$ cat src/rtl/cache_mem_arbiter.sv
// cache_mem_arbiter: shares one main-memory port between an I-cache line
// refill (WORDS-beat burst) and a single-word data load/store.
// Optional feature: define ARB_RR_EN for round-robin arbitration on conflict;
// otherwise the data side always wins a conflict.
module cache_mem_arbiter #(
  parameter int ADDR_W = 32,
  parameter int DATA_W = 32,
  parameter int WORDS  = 8,
  localparam int IDX_W = $clog2(WORDS)
) (
  input  logic              CLK,
  input  logic              RST,
  input  logic              i_ic_req,
  input  logic [ADDR_W-1:0] i_ic_addr,
  output logic              o_ic_wvalid,
  output logic [IDX_W-1:0]  o_ic_widx,
  output logic [DATA_W-1:0] o_ic_wdata,
  output logic              o_ic_done,
  input  logic              i_d_req,
  input  logic              i_d_we,
  input  logic [ADDR_W-1:0] i_d_addr,
  input  logic [DATA_W-1:0] i_d_wdata,
  input  logic [3:0]        i_d_be,
  output logic              o_d_ack,
  output logic [DATA_W-1:0] o_d_rdata,
  output logic              o_mem_req,
  output logic              o_mem_we,
  output logic [ADDR_W-1:0] o_mem_addr,
  output logic [DATA_W-1:0] o_mem_wdata,
  output logic [3:0]        o_mem_be,
  input  logic              i_mem_ack,
  input  logic [DATA_W-1:0] i_mem_rdata
);

  localparam int OFF_W = IDX_W + 2;
  localparam logic [IDX_W-1:0] LAST_IDX = IDX_W'(WORDS - 1);

  typedef enum logic [1:0] {
    ST_IDLE  = 2'd0,
    ST_IFILL = 2'd1,
    ST_DACC  = 2'd2
  } state_t;

  state_t              r_state;
  state_t              w_nextState;
  logic [IDX_W-1:0]    r_cnt;
  logic [ADDR_W-1:0]   r_addr;
  logic                r_we;
  logic [DATA_W-1:0]   r_wdata;
  logic [3:0]          r_be;
  logic                w_grantD;
  logic                w_grantI;
  logic                w_lastBeat;

`ifdef ARB_RR_EN
  logic                r_lastGrantD;

  // On a conflict the side that was not served last wins; otherwise whoever asks.
  always_comb begin
    w_grantD = i_d_req & (~i_ic_req | ~r_lastGrantD);
    w_grantI = i_ic_req & ~w_grantD;
  end

  // Remember which side was granted most recently (reset favours data next).
  always_ff @(posedge CLK or posedge RST) begin
    if (RST) begin
      r_lastGrantD <= 1'b0;
    end else if (r_state == ST_IDLE) begin
      if (w_grantD) begin
        r_lastGrantD <= 1'b1;
      end else if (w_grantI) begin
        r_lastGrantD <= 1'b0;
      end
    end
  end
`else
  // Fixed priority: a pending data request always beats a refill request.
  always_comb begin
    w_grantD = i_d_req;
    w_grantI = i_ic_req & ~i_d_req;
  end
`endif

  assign w_lastBeat = (r_cnt == LAST_IDX);

  // State register; an asynchronous reset abandons any transfer in flight.
  always_ff @(posedge CLK or posedge RST) begin
    if (RST) begin
      r_state <= ST_IDLE;
    end else begin
      r_state <= w_nextState;
    end
  end

  // Next state: grant from IDLE, return to IDLE after the final memory ack.
  always_comb begin
    w_nextState = r_state;
    case (r_state)
      ST_IDLE: begin
        if (w_grantD) begin
          w_nextState = ST_DACC;
        end else if (w_grantI) begin
          w_nextState = ST_IFILL;
        end
      end
      ST_IFILL: begin
        if (i_mem_ack && w_lastBeat) begin
          w_nextState = ST_IDLE;
        end
      end
      ST_DACC: begin
        if (i_mem_ack) begin
          w_nextState = ST_IDLE;
        end
      end
      default: w_nextState = ST_IDLE;
    endcase
  end

  // Capture the winner's request fields at grant and count refill beats.
  always_ff @(posedge CLK or posedge RST) begin
    if (RST) begin
      r_cnt   <= '0;
      r_addr  <= '0;
      r_we    <= 1'b0;
      r_wdata <= '0;
      r_be    <= '0;
    end else begin
      if (r_state == ST_IDLE) begin
        if (w_grantD) begin
          r_addr  <= i_d_addr;
          r_we    <= i_d_we;
          r_wdata <= i_d_wdata;
          r_be    <= i_d_be;
        end else if (w_grantI) begin
          r_addr  <= i_ic_addr;
          r_we    <= 1'b0;
          r_wdata <= '0;
          r_be    <= '0;
        end
      end
      if (r_state == ST_IFILL && i_mem_ack) begin
        r_cnt <= r_cnt + 1'b1;
      end
    end
  end

  // Drive the memory port from latched fields and route responses back.
  always_comb begin
    o_mem_req   = 1'b0;
    o_mem_we    = 1'b0;
    o_mem_addr  = '0;
    o_mem_wdata = '0;
    o_mem_be    = '0;
    o_ic_wvalid = 1'b0;
    o_ic_widx   = '0;
    o_ic_wdata  = '0;
    o_ic_done   = 1'b0;
    o_d_ack     = 1'b0;
    o_d_rdata   = '0;
    case (r_state)
      ST_IFILL: begin
        o_mem_req  = 1'b1;
        o_mem_addr = {r_addr[ADDR_W-1:OFF_W], r_cnt, 2'b00};
        if (i_mem_ack) begin
          o_ic_wvalid = 1'b1;
          o_ic_widx   = r_cnt;
          o_ic_wdata  = i_mem_rdata;
          o_ic_done   = w_lastBeat;
        end
      end
      ST_DACC: begin
        o_mem_req   = 1'b1;
        o_mem_we    = r_we;
        o_mem_addr  = r_addr;
        o_mem_wdata = r_wdata;
        o_mem_be    = r_be;
        if (i_mem_ack) begin
          o_d_ack   = 1'b1;
          o_d_rdata = r_we ? '0 : i_mem_rdata;
        end
      end
      default: ;
    endcase
  end

endmodule
$ cat config.mk
export PLATFORM = sky130hd
export DESIGN_NAME = cache_mem_arbiter
export DESIGN_NICKNAME = d
export VERILOG_FILES = /design/src/rtl/cache_mem_arbiter.sv
export SDC_FILE = /design/constraint.sdc
export NUM_CORES = 1
export LEC_CHECK = 0
export ABC_CLOCK_PERIOD_IN_PS = 3710
export CELL_PAD_IN_SITES_DETAIL_PLACEMENT = 1
export CELL_PAD_IN_SITES_GLOBAL_PLACEMENT = 2
export CORE_MARGIN = 2
export CORE_UTILIZATION = 19
export CTS_CLUSTER_DIAMETER = 40
export DETAILED_ROUTE_END_ITERATION = 12
export PLACE_DENSITY = 0.85
export SLEW_MARGIN = 5
export SYNTH_ARGS = -nofsm -noshare
export SYNTH_HDL_FRONTEND = slang
export SYNTH_SLANG_ARGS = --single-unit
$ cat constraint.sdc
create_clock -name CLK -period 3.71 [get_ports CLK]
set_input_delay 1.113 -clock CLK [delete_from_list [all_inputs] [get_ports CLK]]
set_output_delay 1.113 -clock CLK [all_outputs]
set_load 0.03 [all_outputs]
* Word-level counts from Yosys, hierarchy flattened
Index checks and enable logic that the tools add are counted. Widths: inputs -> output; s select.
Cells by class: bitwise operators 2, $add $sub $neg 1, muxes and demuxes 30, eq/ne operators 6, reduce and logical (&&, ||, !) cells 7
Operator list (number):
- $mux 32 | 10
- $pmux 32 s2 | 1
- $mux 4 | 3
- $mux 1 | 9
- $mux 2 | 4
- $mux 3 | 2
- $pmux 2 s3 | 1
- $ne 2x2->1 const B | 2
- $add 3x1->3 const B | 1
- $eq 3x3->1 const B | 1
- $ne 3x3->1 const B | 1
- $reduce_and 3->1 | 1
- $eq 2x1->1 const B | 1
- $eq 2x2->1 const B | 1
- $logic_and 1x1->1 | 2
- $logic_not 2->1 | 1
- $reduce_and 2->1 | 1
- $reduce_bool 2->1 | 1
- $reduce_or 2->1 | 1
- $and 1x1->1 | 1
- $not 1->1 | 1
Word-level totals: bits in registers 74, output and inout port bits 140, logic and storage cells 52

* Longest topological paths before layout
depth after elaboration 5, depth in mapped cells 7, mapped depth without buffers 5

* Worst setup path before layout
Ideal clock, no wire load.
kind input to output, from input i_mem_ack, to output o_d_rdata[10], required time 2597 ps, path slack 691 ps, stages 4, arrival time 1906 ps, buffers on the path 1, cells stage by stage and2_4 > and2b_4 > buf_2 > and2_1
Between the ends: cells in the longest elaborated chain, start to end 2
Ends and longest elaborated chain:
- start, declared | line 31 | input logic i_mem_ack,
- $mux 32 | line 178 | if (i_mem_ack) begin
- $mux 32 | line 161 | case (r_state)
- end, declared | line 25 | output logic [DATA_W-1:0] o_d_rdata,
Every way passes these cells.

* Final worst setup path
from input i_mem_ack, to output o_d_rdata[4]
Same word-level chain as after synthesis.

==> impl_results.md <==
- Outcome: finished, final reports clean
- Worst Setup Start Kind: input port
- CTS tree: built
- Gp weighted congestion: 0.706
- Data arrival, critical path: 2500 ps
- Die ar.: 0.0228 mm^2
- Slew Viols, Final: 0
- Vias/cell: 4.18
- Fill cells: 2418
- Hold Path Depth: 2
- Chip width: 151 um
- Worst-path cell chain: clkdlybuf4s50_1 -> and2_4 -> and2b_4 -> and2_1 -> buf_4
- FF/Latch Area: 0.00185 mm^2
- Initial drt markers: 82
- Worst Setup End Kind: output port
- Area of the core: 0.0211 mm^2
- Fin Setup TNS: 0 ps
- Worst Skew: 8.96 ps
- Finished Cell Area: 0.00725 mm^2
- Sequential Power Share: 29.1%
- Maxcap violations: 0
- First-pass GRT wire length: 22500 um
- H-tree levels: 3
- Final hold violation count: 0
- Max stage delay on crit path: 530 ps
- Syn Nets: 555
- TritonCTS Buffers: 9
- Xor/xnor cell area share of the yosys netlist: 0.214%
- Synth area leaders: dfrtp_1, and2_1, a22o_1
- Area Growth Syn to Fin: 76.9%
- Pin count of the biggest net entering global routing: 102
- Peak Freq: 277 MHz
- Initial DRT Pass Iterations: 4
- Worst slew margin: 63.1%
- Synth cell types: 27
- WHS: 476 ps
- Post-CTS Setup Inserts: 0
- Row count: 53
- Worst-case clock buffer depth: 2
- Wire length per cell: 15.9 um
- Synth top cells by count: and2_1, dfrtp_1, and3_1, a22o_1, nand2_1
- RSZ-0062 raised after global routing: no
- Root Buffer: clkbuf_16
- Buffers on Ports: 277
- Min Tclk post-route: 3610 ps
- Largest area contributor in the netlist: dfrtp_1
- Antenna-violating nets left: 0
- Post-CTS Hold Fix Bufs: 0
- Final WL: 15100 um
- Setup violators final: 0
- Switching share of power: 42.1%
- Hold Path Class: reg -> reg
- Comb pwr share: 53.3%
- # IOs: 278
- Antenna violations before repair: 3
- P_sw: 0.00201 W
- Worst-Margin Slew: 554 ps
- Final net count: 815
- CP max stage cell: clkdlybuf4s50_1
- Pwr per Cell Area: 660 mW/mm^2
- Post-route insts no fill: 954
- Ys flop type: dfrtp_1
- Post-Synthesis Cells: 412
- Async SR Flop Fraction: 100%
- Mapped Avg Cell Area: 9.95 um^2
- Die Y: 151 um
- Leak: 3.42 nW
- Clock share of power: 17.6%
- Via count: 3989
- Area share of and/or/nand/nor cells after synthesis: 25.5%
- #FFs+latches synth: 74
- Synth warn: 0
- Adder-cell share of the synthesized area: 1.53%
- Grt total ovfl: 0
- Worst-case reg-to-reg path depth: 6
- Reg clk slew, reported paths: 60 ps
- Multi-input combinational cell area: 0.00202 mm^2
- Post-CTS sizing: 0
- Starting density of the core: 19.4%
- Register area share after synthesis: 45.2%
- Hpwl dp: 11500 um
- GRT Total Usage: 12.9%
- Worst vdd ir: 0.222 mV
- Post-synth EDFFs: 0
- Crit-path max FO: 32
- Drt drc: 0
- Vias in the first global route: 4094
- Required time worst endpoint: 2600 ps
- Kind of critical path: in -> out
- # placed instances: 936
- Placed standard-cell area: 0.00695 mm^2
- Sink Count: 74
- Synth top area share: 45.2%
- Final Power: 0.00479 W
- Mux share of post-synthesis cell area: 8.37%
- Worst-Skew Late Latency: 340 ps
- Post-synthesis compound-gate area fraction: 13.5%
- Largest family of logic cells by synthesized area: simple AND/OR/NAND/NOR gates
- Fraction of layout cells with a size suffix above 1: 19.8%
- Int Pwr: 0.00277 W
- Post-Syn Area: 0.00410 mm^2
- Crit share post-route: 97.4%
- Count leader, synth: and2_1
per-stage QoR:
step / util [%] / worst slack [ps]
after CTS: 34.3 / 44.2
after detailed placement: 33.0 / 49.6
after global placement: 33.0 / 147
after floorplan: - / 691
after global routing: 34.4 / 5.53
final: 34.4 / 98.3
metal layers:
layer	GRT usage, %	up-vias	part of all wire [%]
met5	0	-	0.060
met4	4.86	2	1.4
met3	4.52	17	11
met2	22.8	180	49
met1	14.2	1853	39
li1	-	1937	-
layout by cell type, fill, tap and decap left out, types with 2 or more instances in the layout:
master / n
mux2_1: 2
inv_1: 2
buf_12: 11
clkdlybuf4s50_1: 174
inv_6: 2
buf_4: 101
a22oi_1: 3
nand2_1: 33
mux2i_1: 32
a22o_1: 37
o21ai_1: 32
and3_1: 38
and2_4: 2
diode_2: 2
clkinvlp_4: 3
nor2b_1: 6
ha_1: 5
and2_1: 97
clkbuf_16: 9
dfrtp_1: 74
path summary, 6_finish.rpt:
check                                        from                 endpoint  slack [ps]
setup / recovery                        i_mem_ack             o_d_rdata[4]         100
hold / removal              r_addr[5]$_DFFE_PP0P_    r_addr[5]$_DFFE_PP0P_         480
setup reg to reg           r_state[1]$_DFFE_PP0P_   r_state[0]$_DFFE_PP0P_        1850
hold reg to reg             r_addr[5]$_DFFE_PP0P_    r_addr[5]$_DFFE_PP0P_         480
max in group asynchronous                     RST    r_addr[7]$_DFFE_PP0P_        2040
min in group asynchronous                     RST  r_wdata[27]$_DFFE_PP0P_        1100
registers in the layout, summed over array words and instances, names as in the netlist:
signal	flops
r_addr	32
r_we	1
r_state	2
r_wdata	32
r_cnt	3
r_be	4
final cells by class:
| class | count | area share, % |
|---|---|---|
| clock inverter | 6 | 0.673 |
| antenna | 2 | 0.0690 |
| tap | 275 | 4.75 |
| sequential | 74 | 25.5 |
| multi-input combinational | 297 | 27.9 |
| timing repair buffer | 287 | 37.6 |
| inverter | 3 | 0.173 |
| clock buffer | 10 | 3.30 |
critical path, delay by kind of cell:
family	cells	cell delay [ps]
AND/OR/NAND/NOR	3	690
buffers and inverters	2	690
power groups by stage:
stage / Combinational [W] / Clock, W / Sequential (W)
finish: 0.00255 / 0.000842 / 0.00139
global route: 0.00279 / 0.000911 / 0.00145
CTS: 0.00261 / 0.000885 / 0.00140
detailed placement: 0.00260 / 0 / 0.00141
global placement: 0.00257 / 0 / 0.00139
floorplan: 0.00166 / 0 / 0.00134
cells by family after synthesis:
logic type	count (synthesis)
AO/OA/AOI/OAI	78
adder cells (fa/ha/maj)	5
AND/OR/NAND/NOR	179
XOR/XNOR	1
buffers and inverters	41
flip-flops	74
multiplexers	34
No activity file was read; power rests on OpenSTA's default activity.
==> variant 1 (same settings) <==
Set the parameter `WORDS` to 4 (it was 8).
--- a/src/rtl/cache_mem_arbiter.sv
+++ b/src/rtl/cache_mem_arbiter.sv
@@ -6,5 +6,5 @@
   parameter int ADDR_W = 32,
   parameter int DATA_W = 32,
-  parameter int WORDS  = 8,
+  parameter int WORDS  = 4,
   localparam int IDX_W = $clog2(WORDS)
 ) (
Interface: changed (resized o_ic_widx); port bits go from 278 to 277. No check against the original RTL was run, so the function may have changed too.
==> variant 1 against the original RTL <==
Synthesized area fell by 1.3%; die area fell by 1.3%; wire length rose by 0.13%; setup slack improved by 0.068 ns; hold slack got worse by 0.0036 ns; sequential cell count fell by 1; via count fell by 0.63%; total power rose by 0.57%; final area fell by 0.14%; maximum frequency rose by 1.9%; clock power rose by 15%; non-clock buffer count fell by 2.
==> variant 1: results <==
{
  "status": "finished clean",
  "antenna_found_initial": 0,
  "synth_compound_area_share_pct": 13.6,
  "setup_ws_ns": 0.166,
  "numPortBuffers": 276,
  "dpl_worst_slack_ns": 0.245,
  "synth_adder_area_share_pct": 1.86,
  "wl_per_cell_um": 16.0,
  "hold_class": "reg -> reg",
  "synthDistinctLibCells": 27,
  "first_iter_violations": 109,
  "viasPerCell": 4.18,
  "finalNetCount": 812,
  "grt_max_degree": 55,
  "grt_pass1_wl_mm": 22.8,
  "diodes": 0,
  "synth_seq_area_share_pct": 45.2,
  "r2r_setup_slack_ns": 2.06,
  "dp_hpwl_mm": 11.5,
  "first_pass_iters": 4,
  "ir_worst_vdd_uv": 201,
  "async_flop_share_pct": 100,
  "worstMarginPinSlew_ns": 0.753,
  "ys_top_cells_by_area": "dfrtp_1 (45%), and2_1 (15%), a22o_1 (8.2%)",
  "routabilityCongestion": 0.739,
  "whs_ns": 0.472,
  "p_leak_nw": 3.50,
  "yosys.area_share.xor_xnor_pct": 0.217,
  "worstPathArrival_ns": 2.43,
  "layout-drive-gt1-share_pct": 14.6,
  "grt_pass1_vias": 3987,
  "synth.top_cells.by_count": "and2_1 (98), dfrtp_1 (73), a22o_1 (38), and3_1 (37), nand2_1 (34)",
  "power.switching_mw": 1.96,
  "cts.path.max_buffers": 2,
  "cts_made_buffers": 9,
  "synth_mux_area_share_pct": 8.20,
  "ys.flop_type": "dfrtp_1",
  "clk_latency_ns": 0.34,
  "critPathMaxFanout": 28,
  "skew_ns": 0.00601,
  "groute.usage.overall_pct": 13.1,
  "syn-num-nets": 552
}
## variant 1: kinds of logic (layout without fill, tap and decap cells)
logic type | Yosys count | in the layout
xor+xnor | 1 | 1
mux | 33 | 33
simple gates | 177 | 177
flops | 73 | 73
fa+ha+maj | 6 | 6
compound gates | 78 | 78
buf+inv | 40 | 305
## variant 1: layout make-up
class	instances	area [um^2]
Multi-Input combinational cell	295	2000
Inverter	4	16.3
Fill cell	2422	13700
Clock inverter	5	77.6
Sequential cell	73	1830
Timing Repair Buffer	285	2730
Clock buffer	11	253
Tap cell	275	344
## variant 1: final timing paths
kind,startpoint,end,cells after the start
worst min register to register,r_addr[18],r_addr[18],2
worst max register to register,r_state[0],r_wdata[3],5
max in group asynchronous,RST,r_we,3
worst max-delay path,r_state[1],o_mem_addr[12],6
worst min-delay path,r_addr[18],r_addr[18],2
min in group asynchronous,RST,r_wdata[4],2
## variant 1: critical path, cell delays in order (launching register included)
cell and delay, ns:
dfrtp_1 0.40, inv_1 0.10, ha_1 0.39, o21a_1 0.20, buf_12 0.17, and2_1 0.14, clkdlybuf4s50_1 0.68
## variant 1: per-layer routing
metal | share of wire, % | GRT usage, %
met4 | 2.4 | 5.80
met5 | 0 | 0
met3 | 8.7 | 3.29
met1 | 39 | 15.1
met2 | 50 | 23.1
## variant 1: power by group through the flow
| stage | combinational, mW | sequential, mW | clock (mW) |
|---|---|---|---|
| global placement | 2.53 | 1.34 | 0 |
| floorplan | 1.62 | 1.29 | 0 |
| finish | 2.50 | 1.34 | 0.970 |
| CTS | 2.57 | 1.35 | 1.01 |
| detailed placement | 2.56 | 1.36 | 0 |
| global route | 2.73 | 1.40 | 1.04 |
## variant 1: through the flow
step	std cells	area, um^2	power (mW)	util, %
global placement	932	6890	3.87	32.9
CTS	948	7220	4.93	34.4
floorplan	408	4040	2.91	-
finish	948	7240	4.81	34.5
global route	948	7240	5.17	34.5
detailed placement	932	6890	3.92	32.9
## variant 1: what timing repair did
action / 4_1_cts / 5_1_grt
setup endpoints to repair: 0 / 9
setup buffers: 0 / 0
resized for setup: 0 / 9
==> variant 2 (config.mk and constraints unchanged) <==
Made on the original files. The 3 states of `state_t` get a one-hot encoding in 3 bits.
--- a/src/rtl/cache_mem_arbiter.sv
+++ b/src/rtl/cache_mem_arbiter.sv
@@ -36,8 +36,8 @@
   localparam logic [IDX_W-1:0] LAST_IDX = IDX_W'(WORDS - 1);
 
-  typedef enum logic [1:0] {
-    ST_IDLE  = 2'd0,
-    ST_IFILL = 2'd1,
-    ST_DACC  = 2'd2
+  typedef enum logic [2:0] {
+    ST_IDLE  = 3'b001,
+    ST_IFILL = 3'b010,
+    ST_DACC  = 3'b100
   } state_t;
 
Check against the original RTL: no difference found for any inputs over 10 cycles, from zero or initial values and one cycle with RST high; not proved beyond that.
==> variant 2 against the original RTL <==
Setup slack better by 0.070 ns; wire length up 4.8%; final area up 2.6%; die area up 0.72%; total power down 9.9%; combinational power down 24%; sequential cell count up 1; synthesized area up 0.73%; critical path type unchanged.
==> variant 2: results <==
{
  "switching_share_pct": 36.8,
  "cts_setup_buffers": 0,
  "groute.usage.overall_pct": 13.7,
  "clock-root-buffer": "clkbuf_16",
  "clk_pin_slew_ns": 0.06,
  "finalNetCount": 774,
  "slew_headroom_pct": 39.2,
  "clk-power_mw": 0.946,
  "wl_per_cell_um": 17.4,
  "worstPathArrival_ns": 2.43,
  "dpl_worst_slack_ns": 0.152,
  "antenna_found_initial": 1,
  "hold_class": "reg -> reg",
  "dr_wl_met2_mm": 8.17,
  "diodes": 0,
  "layout-drive-gt1-share_pct": 22.6,
  "syn-num-nets": 511,
  "m1WireLength_mm": 5.76,
  "critPathMaxFanout": 32,
  "first_pass_iters": 4,
  "reg.largest.list": "r_addr (32), r_wdata (32), r_be (4)",
  "synth.top_cells.by_count": "and2_1 (101), dfrtp_1 (74), a22o_1 (40), and3_1 (36), mux2_2 (35)",
  "met1_usage_pct": 14.0,
  "synthCells": 371,
  "skew_ns": 0.00444,
  "finalCriticalPeriod_ns": 3.54,
  "cts_resized": 0,
  "cts_htree_levels": 3,
  "synth_seq_area_share_pct": 45.5,
  "power.total_mw": 4.31,
  "ir_worst_vdd_uv": 222,
  "synthDistinctLibCells": 25,
  "ys_warn_count": 0,
  "numPortBuffers": 277,
  "routabilityCongestion": 0.723,
  "async_flop_share_pct": 100,
  "grt_max_degree": 76,
  "use_met3_pct": 5.00,
  "final_hold_viol_count": 0,
  "grt_pass1_wl_mm": 23.9,
  "cts_made_buffers": 9,
  "status": "finished clean",
  "viasPerCell": 4.30,
  "combPwrFrac_pct": 45.0,
  "cts.path.max_buffers": 2,
  "ys.flop_type": "dfrtp_1",
  "drt_wl_total_mm": 15.8,
  "use_met2_pct": 25.8,
  "dpl.cell_count": 898,
  "ys_top_cells_by_area": "dfrtp_1 (45%), and2_1 (15%), mux2_2 (9.5%)",
  "clk_latency_ns": 0.33,
  "route.met3.wl_mm": 1.69,
  "top_layer": "met5",
  "first_iter_violations": 59,
  "p_leak_nw": 3.32,
  "dp_hpwl_mm": 11.8,
  "r2r_setup_slack_ns": 1.79,
  "grt_pass1_vias": 4338
}
==> variant 2: cell types whose count changed after synthesis, moves of 4 or more <==
cell	unedited run	this run
mux2_2	0	35
nor2b_1	6	0
o21ai_1	32	1
buf_6	4	0
mux2i_1	32	0
mux2_1	2	31
clkbuf_1	10	20
nand2_1	33	2
buf_4	8	1
buf_2	16	9
==> variant 2: per-stage QoR <==
stage	area [um^2]	hold WS, ns
final	7440	0.486
after detailed placement	7120	0.473
after floorplan	4130	0.456
after global placement	7120	0.466
after CTS	7440	0.491
after global routing	7440	0.501
==> variant 2: path summary, 6_finish.rpt <==
| kind | startpoint | to | cells past startpoint |
|---|---|---|---|
| setup / recovery | i_mem_ack | o_d_rdata[7] | 6 |
| hold / removal | r_addr[13] | r_addr[13] | 1 |
| setup reg to reg | r_state[0] | r_addr[27] | 4 |
| hold reg to reg | r_addr[13] | r_addr[13] | 1 |
| max in group asynchronous | RST | r_state[0] | 3 |
| min in group asynchronous | RST | r_wdata[10] | 3 |
==> variant 2: cell type report <==
class | count | area [um^2]
repair buffers | 285 | 2770
well taps | 275 | 344
clock inverters | 6 | 90.1
multi-input cells | 261 | 2120
flip-flops and latches | 75 | 1880
inverters | 2 | 8.76
fillers | 2319 | 13700
clock buffers | 9 | 225
==> variant 2: cell families after synthesis <==
| family | after synthesis | share of synthesized area [%] |
|---|---|---|
| simple gates | 145 | 22.5 |
| flops | 75 | 45.5 |
| mux | 66 | 18.0 |
| compound gates | 47 | 9.55 |
| buf+inv | 35 | 3.64 |
| fa+ha+maj | 2 | 0.606 |
| xor+xnor | 1 | 0.212 |
==> variant 2: worst max-delay path, cell delays in order <==
cell	delay, ns
clkdlybuf4s50_1	0.49
inv_1	0.07
nor3b_2	0.24
buf_12	0.20
and2_1	0.16
buf_4	0.16
